## src/rtl/hyperbus_trx_seq_pkg.sv

```systemverilog
// Shared HyperBus sequencer types: FSM state encoding and fixed CA phase length.
package hyperbus_trx_seq_pkg;

    localparam int unsigned CaLen = 3;

    typedef enum logic [2:0] {
        ST_IDLE,
        ST_CA,
        ST_LAT,
        ST_XFER,
        ST_CS_END,
        ST_RWR
    } trx_state_e;

endpackage

```

## src/rtl/hyperbus_trx_seq_cnt.sv

```systemverilog
// Loadable down-counter with zero flag; holds the cycles remaining after the current one.
// Load has priority over decrement; decrement stops at zero.
module hyperbus_trx_seq_cnt #(
    parameter int unsigned Width = 16
) (
    input  logic             tx_clk_90,
    input  logic             rst_ni,
    input  logic             load,
    input  logic [Width-1:0] load_val,
    input  logic             dec,
    output logic [Width-1:0] cnt,
    output logic             zero
);

    always_ff @(posedge tx_clk_90 or negedge rst_ni) begin
        if (!rst_ni) begin
            cnt <= '0;
        end else if (load) begin
            cnt <= load_val;
        end else if (dec && (cnt != '0)) begin
            cnt <= cnt - 1'b1;
        end
    end

    assign zero = (cnt == '0);

endmodule

```

## src/rtl/hyperbus_trx_seq.sv

```systemverilog
// HyperBus transaction sequencer: CA, latency, data, CS-end and recovery phases.
// Outputs are decoded from state; req_ready_o is high only in IDLE, other requests are ignored.
module hyperbus_trx_seq
    import hyperbus_trx_seq_pkg::*;
#(
    parameter int unsigned NumChips = 2,
    parameter int unsigned CntWidth = 16
) (
    input  logic                        tx_clk_90,
    input  logic                        rst_ni,
    input  logic [3:0]                  cfg_latency_i,
    input  logic                        cfg_fixed_lat_i,
    input  logic [3:0]                  cfg_t_rwr_i,
    input  logic [CntWidth-1:0]         cfg_t_csm_i,
    input  logic                        req_valid_i,
    output logic                        req_ready_o,
    input  logic [$clog2(NumChips)-1:0] req_chip_i,
    input  logic                        req_write_i,
    input  logic [CntWidth-1:0]         req_len_i,
    input  logic                        rwds_sample_i,
    output logic [NumChips-1:0]         cs_o,
    output logic                        cs_ena_o,
    output logic                        tx_clk_ena_o,
    output logic                        tx_data_oe_o,
    output logic                        tx_rwds_oe_o,
    output logic                        rwds_sample_ena_o,
    output logic                        rx_clk_set_o,
    output logic                        rx_clk_reset_o,
    output logic                        ca_o,
    output logic                        word_ready_o,
    output logic                        done_o,
    output logic                        split_o,
    output logic [CntWidth-1:0]         rem_len_o
);

    localparam int unsigned ChipW = $clog2(NumChips);

    trx_state_e state_q, state_d;

    logic [ChipW-1:0]    chip_q;
    logic                write_q;
    logic [CntWidth-1:0] len_q;
    logic [3:0]          lat_q;
    logic                fixed_q;
    logic [3:0]          rwr_q;
    logic [CntWidth-1:0] csm_q;
    logic [CntWidth-1:0] csm_cnt_q;
    logic                lat_first_q;
    logic                split_q;
    logic [CntWidth-1:0] rem_q;

    logic                cnt_load;
    logic [CntWidth-1:0] cnt_load_val;
    logic                cnt_dec;
    logic [CntWidth-1:0] cnt;
    logic                cnt_zero;

    logic [CntWidth-1:0] lat_ext;
    logic [CntWidth-1:0] lat_m1;
    logic [CntWidth-1:0] lat2_m2;
    logic [CntWidth-1:0] len_m1;
    logic [CntWidth:0]   csm_next;
    logic                csm_hit;
    logic                lat_dbl;

    hyperbus_trx_seq_cnt #(
        .Width (CntWidth)
    ) u_cnt (
        .tx_clk_90 (tx_clk_90),
        .rst_ni    (rst_ni),
        .load      (cnt_load),
        .load_val  (cnt_load_val),
        .dec       (cnt_dec),
        .cnt       (cnt),
        .zero      (cnt_zero)
    );

    assign lat_ext  = CntWidth'(lat_q);
    assign lat_m1   = (lat_q == 4'd0) ? '0 : lat_ext - 1'b1;
    assign lat2_m2  = (lat_q == 4'd0) ? '0 : (lat_ext << 1) - CntWidth'(2);
    assign len_m1   = (len_q == '0) ? '0 : len_q - 1'b1;
    assign lat_dbl  = fixed_q | rwds_sample_i;
    // The word in flight is the last one allowed once the CS-low count reaches t_CSM-1.
    assign csm_next = {1'b0, csm_cnt_q} + {{CntWidth{1'b0}}, 1'b1};
    assign csm_hit  = (csm_next >= {1'b0, csm_q});

    always_comb begin
        state_d           = state_q;
        cnt_load          = 1'b0;
        cnt_load_val      = '0;
        cnt_dec           = 1'b0;
        req_ready_o       = 1'b0;
        cs_ena_o          = 1'b0;
        tx_clk_ena_o      = 1'b0;
        tx_data_oe_o      = 1'b0;
        tx_rwds_oe_o      = 1'b0;
        rwds_sample_ena_o = 1'b0;
        rx_clk_set_o      = 1'b0;
        rx_clk_reset_o    = 1'b0;
        ca_o              = 1'b0;
        word_ready_o      = 1'b0;
        done_o            = 1'b0;
        split_o           = 1'b0;
        rem_len_o         = '0;
        unique case (state_q)
            ST_IDLE: begin
                req_ready_o = 1'b1;
                if (req_valid_i) begin
                    state_d      = ST_CA;
                    cnt_load     = 1'b1;
                    cnt_load_val = CntWidth'(CaLen - 1);
                end
            end
            ST_CA: begin
                cs_ena_o          = 1'b1;
                tx_clk_ena_o      = 1'b1;
                tx_data_oe_o      = 1'b1;
                ca_o              = 1'b1;
                rwds_sample_ena_o = 1'b1;
                cnt_dec           = 1'b1;
                if (cnt_zero) begin
                    state_d      = ST_LAT;
                    cnt_load     = 1'b1;
                    cnt_load_val = lat_m1;
                end
            end
            ST_LAT: begin
                cs_ena_o     = 1'b1;
                tx_clk_ena_o = 1'b1;
                if (lat_first_q && lat_dbl) begin
                    // Additional latency is decided once, in the first LAT cycle.
                    cnt_load     = 1'b1;
                    cnt_load_val = lat2_m2;
                end else if (cnt_zero) begin
                    rx_clk_set_o = !write_q;
                    state_d      = ST_XFER;
                    cnt_load     = 1'b1;
                    cnt_load_val = len_m1;
                end else begin
                    cnt_dec = 1'b1;
                end
            end
            ST_XFER: begin
                cs_ena_o     = 1'b1;
                tx_clk_ena_o = 1'b1;
                word_ready_o = 1'b1;
                tx_data_oe_o = write_q;
                tx_rwds_oe_o = write_q;
                cnt_dec      = 1'b1;
                if (cnt_zero || csm_hit) begin
                    state_d = ST_CS_END;
                end
            end
            ST_CS_END: begin
                cs_ena_o       = 1'b1;
                rx_clk_reset_o = !write_q;
                done_o         = 1'b1;
                split_o        = split_q;
                rem_len_o      = rem_q;
                // The IDLE cycle is itself a CS-high cycle, so RWR covers only the rest.
                if (rwr_q > 4'd1) begin
                    state_d      = ST_RWR;
                    cnt_load     = 1'b1;
                    cnt_load_val = CntWidth'(rwr_q) - CntWidth'(2);
                end else begin
                    state_d = ST_IDLE;
                end
            end
            ST_RWR: begin
                cnt_dec = 1'b1;
                if (cnt_zero) begin
                    state_d = ST_IDLE;
                end
            end
            default: state_d = ST_IDLE;
        endcase
    end

    assign cs_o = cs_ena_o ? (NumChips'(1) << chip_q) : '0;

    always_ff @(posedge tx_clk_90 or negedge rst_ni) begin
        if (!rst_ni) begin
            state_q     <= ST_IDLE;
            chip_q      <= '0;
            write_q     <= 1'b0;
            len_q       <= '0;
            lat_q       <= '0;
            fixed_q     <= 1'b0;
            rwr_q       <= '0;
            csm_q       <= '0;
            csm_cnt_q   <= '0;
            lat_first_q <= 1'b0;
            split_q     <= 1'b0;
            rem_q       <= '0;
        end else begin
            state_q     <= state_d;
            lat_first_q <= (state_q == ST_CA) && (state_d == ST_LAT);
            if (state_q == ST_IDLE && req_valid_i) begin
                chip_q  <= req_chip_i;
                write_q <= req_write_i;
                len_q   <= req_len_i;
                lat_q   <= cfg_latency_i;
                fixed_q <= cfg_fixed_lat_i;
                rwr_q   <= cfg_t_rwr_i;
                csm_q   <= cfg_t_csm_i;
            end
            if (state_q == ST_IDLE) begin
                csm_cnt_q <= '0;
                split_q   <= 1'b0;
                rem_q     <= '0;
            end else begin
                if (cs_ena_o && (csm_cnt_q != '1)) begin
                    csm_cnt_q <= csm_cnt_q + 1'b1;
                end
                if (state_q == ST_XFER && state_d == ST_CS_END) begin
                    split_q <= !cnt_zero;
                    rem_q   <= cnt_zero ? '0 : cnt;
                end
            end
        end
    end

endmodule
```

## config.mk

```make
export PLATFORM = sky130hd
export DESIGN_NAME = hyperbus_trx_seq
export DESIGN_NICKNAME = d
export VERILOG_FILES = /design/src/rtl/hyperbus_trx_seq_pkg.sv /design/src/rtl/hyperbus_trx_seq_cnt.sv /design/src/rtl/hyperbus_trx_seq.sv
export SDC_FILE = /design/constraint.sdc
export NUM_CORES = 1
export LEC_CHECK = 0
export CAP_MARGIN = 30
export CELL_PAD_IN_SITES_DETAIL_PLACEMENT = 1
export CELL_PAD_IN_SITES_GLOBAL_PLACEMENT = 1
export CORE_MARGIN = 2
export CORE_UTILIZATION = 45
export DETAILED_ROUTE_END_ITERATION = 16
export HOLD_SLACK_MARGIN = 0.1
export PLACE_DENSITY = 0.82
export SLEW_MARGIN = 20
export SYNTH_ARGS = -nofsm -noshare
export SYNTH_HDL_FRONTEND = slang
export SYNTH_SLANG_ARGS = --single-unit
export TNS_END_PERCENT = 30
```

## constraint.sdc

```tcl
create_clock -name tx_clk_90 -period 6.2 [get_ports tx_clk_90]
set_input_delay 1.55 -clock tx_clk_90 [delete_from_list [all_inputs] [get_ports tx_clk_90]]
set_output_delay 1.55 -clock tx_clk_90 [all_outputs]
set_load 0.05 [all_outputs]
```

==> results.md <==
Floorplan:
- The area of the die is 13000 µm².
- The vertical extent of the die is 114 µm.
- After floorplanning, the core was divided into 40 placement rows.
- The total I/O pin count is 77.
- The initial cell density of the core is 45.9%.
- The total area inside the core boundary comes to 11900 µm².
- The horizontal extent of the die is 114 µm.

Yosys:
- After synthesis, the share of flip-flops with an asynchronous set or reset is 100%.
- For this run, the leading register cell type out of synthesis is sky130_fd_sc_hd__dfrtp_1.
- In this run the biggest area consumer among cell types represents 44.0% of the synthesized area.
- The total of warnings raised by yosys is 0.
- The number of nets handed over by synthesis was 644.
- Summing the sequential cell areas from Yosys gives 44.0% of the chip area.
- The netlist area before placement is 5460 µm².
- The count of distinct cell types in the synthesized netlist is 63.
- After synthesis, the cell types taking the most area are sky130_fd_sc_hd__dfrtp_1, sky130_fd_sc_hd__mux2_2, sky130_fd_sc_hd__ha_1, sky130_fd_sc_hd__nand2_1, sky130_fd_sc_hd__xnor2_1.
- The number of instances in the synthesized netlist is 576.
- The cell type contributing the most total cell area after synthesis is sky130_fd_sc_hd__dfrtp_1.
- The number of enable-type register cells in the synthesized netlist is 0.
- By instance count, the leading cell after synthesis is sky130_fd_sc_hd__dfrtp_1.
- The synthesis-stage register bit count is 96.
- The average footprint of a synthesized cell is 9.48 µm².
- By count the netlist is led by sky130_fd_sc_hd__dfrtp_1, sky130_fd_sc_hd__nand2_1, sky130_fd_sc_hd__inv_1, sky130_fd_sc_hd__nor2_1, sky130_fd_sc_hd__nand3_1.

Placement:
- Before CTS, the worst setup slack after placement is 720 ps.
- After legalization and detailed placement, the total HPWL measured 11400 µm.
- Counting tap cells, the placed design contains a total of 777 instances.
- Routability-driven placement finished with a final weighted congestion of 0.850.
- During placement, the flow inserted port buffers numbering 76.

Worst setup path:
- The worst setup path is launched from an input port.
- The maximum net fanout on the critical path is 4.
- The data required time at the worst endpoint is 4650 ps.
- The capturing instance or port of the critical path is rx_clk_set_o.
- The start-to-end type of the worst setup path is in -> out.
- The endpoint class of the critical path is an output port.
- Measured in cells, the most critical reg-to-reg path has a length of 11.
- The beginning of the worst register-to-register path is csm_cnt_q[2].
- The startpoint of the most critical setup path is rwds_sample_i.
- The data arrival time of the critical path is 3930 ps.
- The endpoint of the most critical register-to-register path is rem_q[1].
- The worst register-to-register path has a setup slack of 2610 ps.

STA:
- The maximum clock rate is 183 MHz.
- On the final layout, the worst clock skew is 5.72 ps.
- In the final timing run, aggregate negative setup slack is 0 ps.
- The number of pins exceeding their max-slew limit in the final report is 0.
- The setup slack of the critical path after layout is 723 ps.
- The worst max-slew margin expressed relative to the limit is 39.7%.
- The final-report hold violation count is 0.
- Setup repair after global routing left no endpoint under its margin.
- The final period utilization is 88.3%.
- The measured slew at the worst slew-check pin is 896 ps.
- The count of final setup violators is 0.
- The smallest clock period supported by the final layout is computed as 5480 ps.

Detailed routing:
- The number of DRC violations after detailed-routing iteration 0 is 229.
- Detailed routing inserted a total of 4661 vias.
- For this run, design rule violations remaining after detail routing come to 0.
- In this run the remaining antenna-violating nets after routing total 0.
- The number of iterations in the first detailed-routing pass is 4.
- The number of vias per cell after detailed routing is 5.88.
- For this block, the routed nets add up to 15300 µm of wire.
- After detailed routing, the average wire length per cell comes to 19.2 µm.

Pwr:
- The switching power share of the total is 20.5%.
- The leakage component of the power is 3.12 nW.
- The proportion of power drawn by flip-flops and latches is 52.1%.
- The completed layout was analyzed and its total power is 0.00120 W.
- The worst-case IR drop observed on VDD is 125 µV.
- Summed over all nets, the switching power comes to 0.000247 W.
- In this run the power density over the cells is 182 nW/µm².
- The internal power consumption is 0.000955 W.
- Combinational cells account for 3.5% of the total power.
- The clock network is responsible for 44.4% of the overall power.

Global route:
- The first global-routing pass estimated 25000 µm of wire.
- The initial antenna violation count is 0.
- The leftover overflow at the end of global routing is 0.
- The via count of the first global-routing pass is 4848.
- The pin count of the biggest net entering global routing is 66.
- The global-route usage over all layers is 24.5%.

Clocking:
- The number of buffers created by CTS is 9.
- For the worst-skew pair, the clock arrives at the later sink with an insertion delay of 350 ps.
- Once the clock tree was built, the setup fixing pass inserted 0 buffers.
- The total of cells resized after clock tree synthesis is 0.
- TritonCTS built the clock tree.
- The tree is rooted in a sky130_fd_sc_hd__clkbuf_16.
- The H-tree was split into 3 levels.
- The clock-pin slew on the worst setup and hold paths is 60 ps.
- The clock drives 96 sinks.
- The longest clock path from root to sink contains 2 buffers.
- The cts-stage hold buffer count is 0.

Job:
- The max-cap check violation count is 0.

Final layout:
- For this run, the share of the core covered by cells in the final layout is 55.4%.
- The repair_antennas step left the layout with diodes totalling 0.
- Of the cells placed in the final design, the portion with a size suffix greater than 1 is 9.75%.
- After the last flow step, the layout net total stands at 709.
- The area added between synthesis and finish is 20.9%.
- The number of standard cells in the layout, taps in and fillers out is 793.

Outcome:
- The flow ran to the end, and the final reports show no timing, DRC or antenna violations.

Hold path:
- The min-delay analysis places its worst path in the category reg -> reg.
stage by stage:
step | hold slack (ps) | instance area [µm²]
floorplan | 458 | 5460
global placement | 489 | 6310
detailed placement | 482 | 6320
CTS | 496 | 6600
global route | 531 | 6600
finish | 495 | 6600
how the worst min path moves through the flow:
| stage | to | slack [ps] | from | cells past startpoint |
|---|---|---|---|---|
| after floorplan | rem_q[13] | 460 | rem_q[13] | 1 |
| after global placement | rem_q[13] | 490 | rem_q[13] | 1 |
| after detailed placement | rem_q[14] | 480 | rem_q[14] | 1 |
| after CTS | rem_q[14] | 500 | rem_q[14] | 1 |
| after global routing | rem_q[14] | 530 | rem_q[14] | 1 |
| final | rem_q[14] | 490 | rem_q[14] | 1 |
per-layer routing:
layer	GRT usage (%)	up-vias	share of wire (%)
met2	41.5	127	49
met3	3.39	23	4.1
met1	32.2	2325	45
li1	-	2186	-
met4	8.94	0	1.9
met5	0	-	0
layout make-up:
type	instances	area, µm²
timing repair buffer	80	788
clock inverter	3	15.0
clock buffer	13	270
inverter	37	139
fill	1378	5310
sequential	96	2400
multi-input combinational	417	2810
tap	147	184
cells in the final DEF, fill, tap and decap left out, types with 10 or more instances in the layout:
cell type                          n
sky130_fd_sc_hd__dfrtp_1          96
sky130_fd_sc_hd__clkdlybuf4s50_1  75
sky130_fd_sc_hd__nand2_1          54
sky130_fd_sc_hd__inv_1            37
sky130_fd_sc_hd__nor2_1           37
sky130_fd_sc_hd__nand3_1          36
sky130_fd_sc_hd__o21ai_0          34
sky130_fd_sc_hd__mux2_2           24
sky130_fd_sc_hd__xnor2_1          23
sky130_fd_sc_hd__ha_1             21
sky130_fd_sc_hd__and2_1           18
sky130_fd_sc_hd__nor3_1           13
sky130_fd_sc_hd__a21oi_1          13
sky130_fd_sc_hd__and3_1           10
sky130_fd_sc_hd__a22o_1           10
state kept, by name (all words and copies together), names as in the netlist:
signal       count
chip_q           1
csm_cnt_q       16
csm_q           16
fixed_q          1
lat_first_q      1
lat_q            4
len_q           16
rem_q           16
rwr_q            4
split_q          1
state_q          3
u_cnt.cnt       16
write_q          1
worst max-delay path: stages:
cell and delay, ps:
sky130_fd_sc_hd__clkdlybuf4s50_1 430, sky130_fd_sc_hd__o21ai_0 340, sky130_fd_sc_hd__nor3b_1 350, sky130_fd_sc_hd__nand3_1 270
sky130_fd_sc_hd__nor2_1 170, sky130_fd_sc_hd__clkdlybuf4s50_1 810
power groups by stage:
stage	Combinational (W)	Clock, W	Sequential [W]
floorplan	0.000000271	0	0.000638
finish	0.0000419	0.000533	0.000626
global route	0.0000458	0.000569	0.000626
detailed placement	0.0000428	0	0.000638
global placement	0.0000418	0	0.000638
CTS	0.0000430	0.000548	0.000626
cells by family after synthesis:
family | share of synthesized area (%)
buffers and inverters | 4.76
multiplexers | 6.23
AND/OR/NAND/NOR | 20.4
XOR/XNOR | 5.13
flip-flops | 44.0
adder cells (fa/ha/maj) | 4.81
AO/OA/AOI/OAI | 14.7
Power figures use the tool's default switching activity.
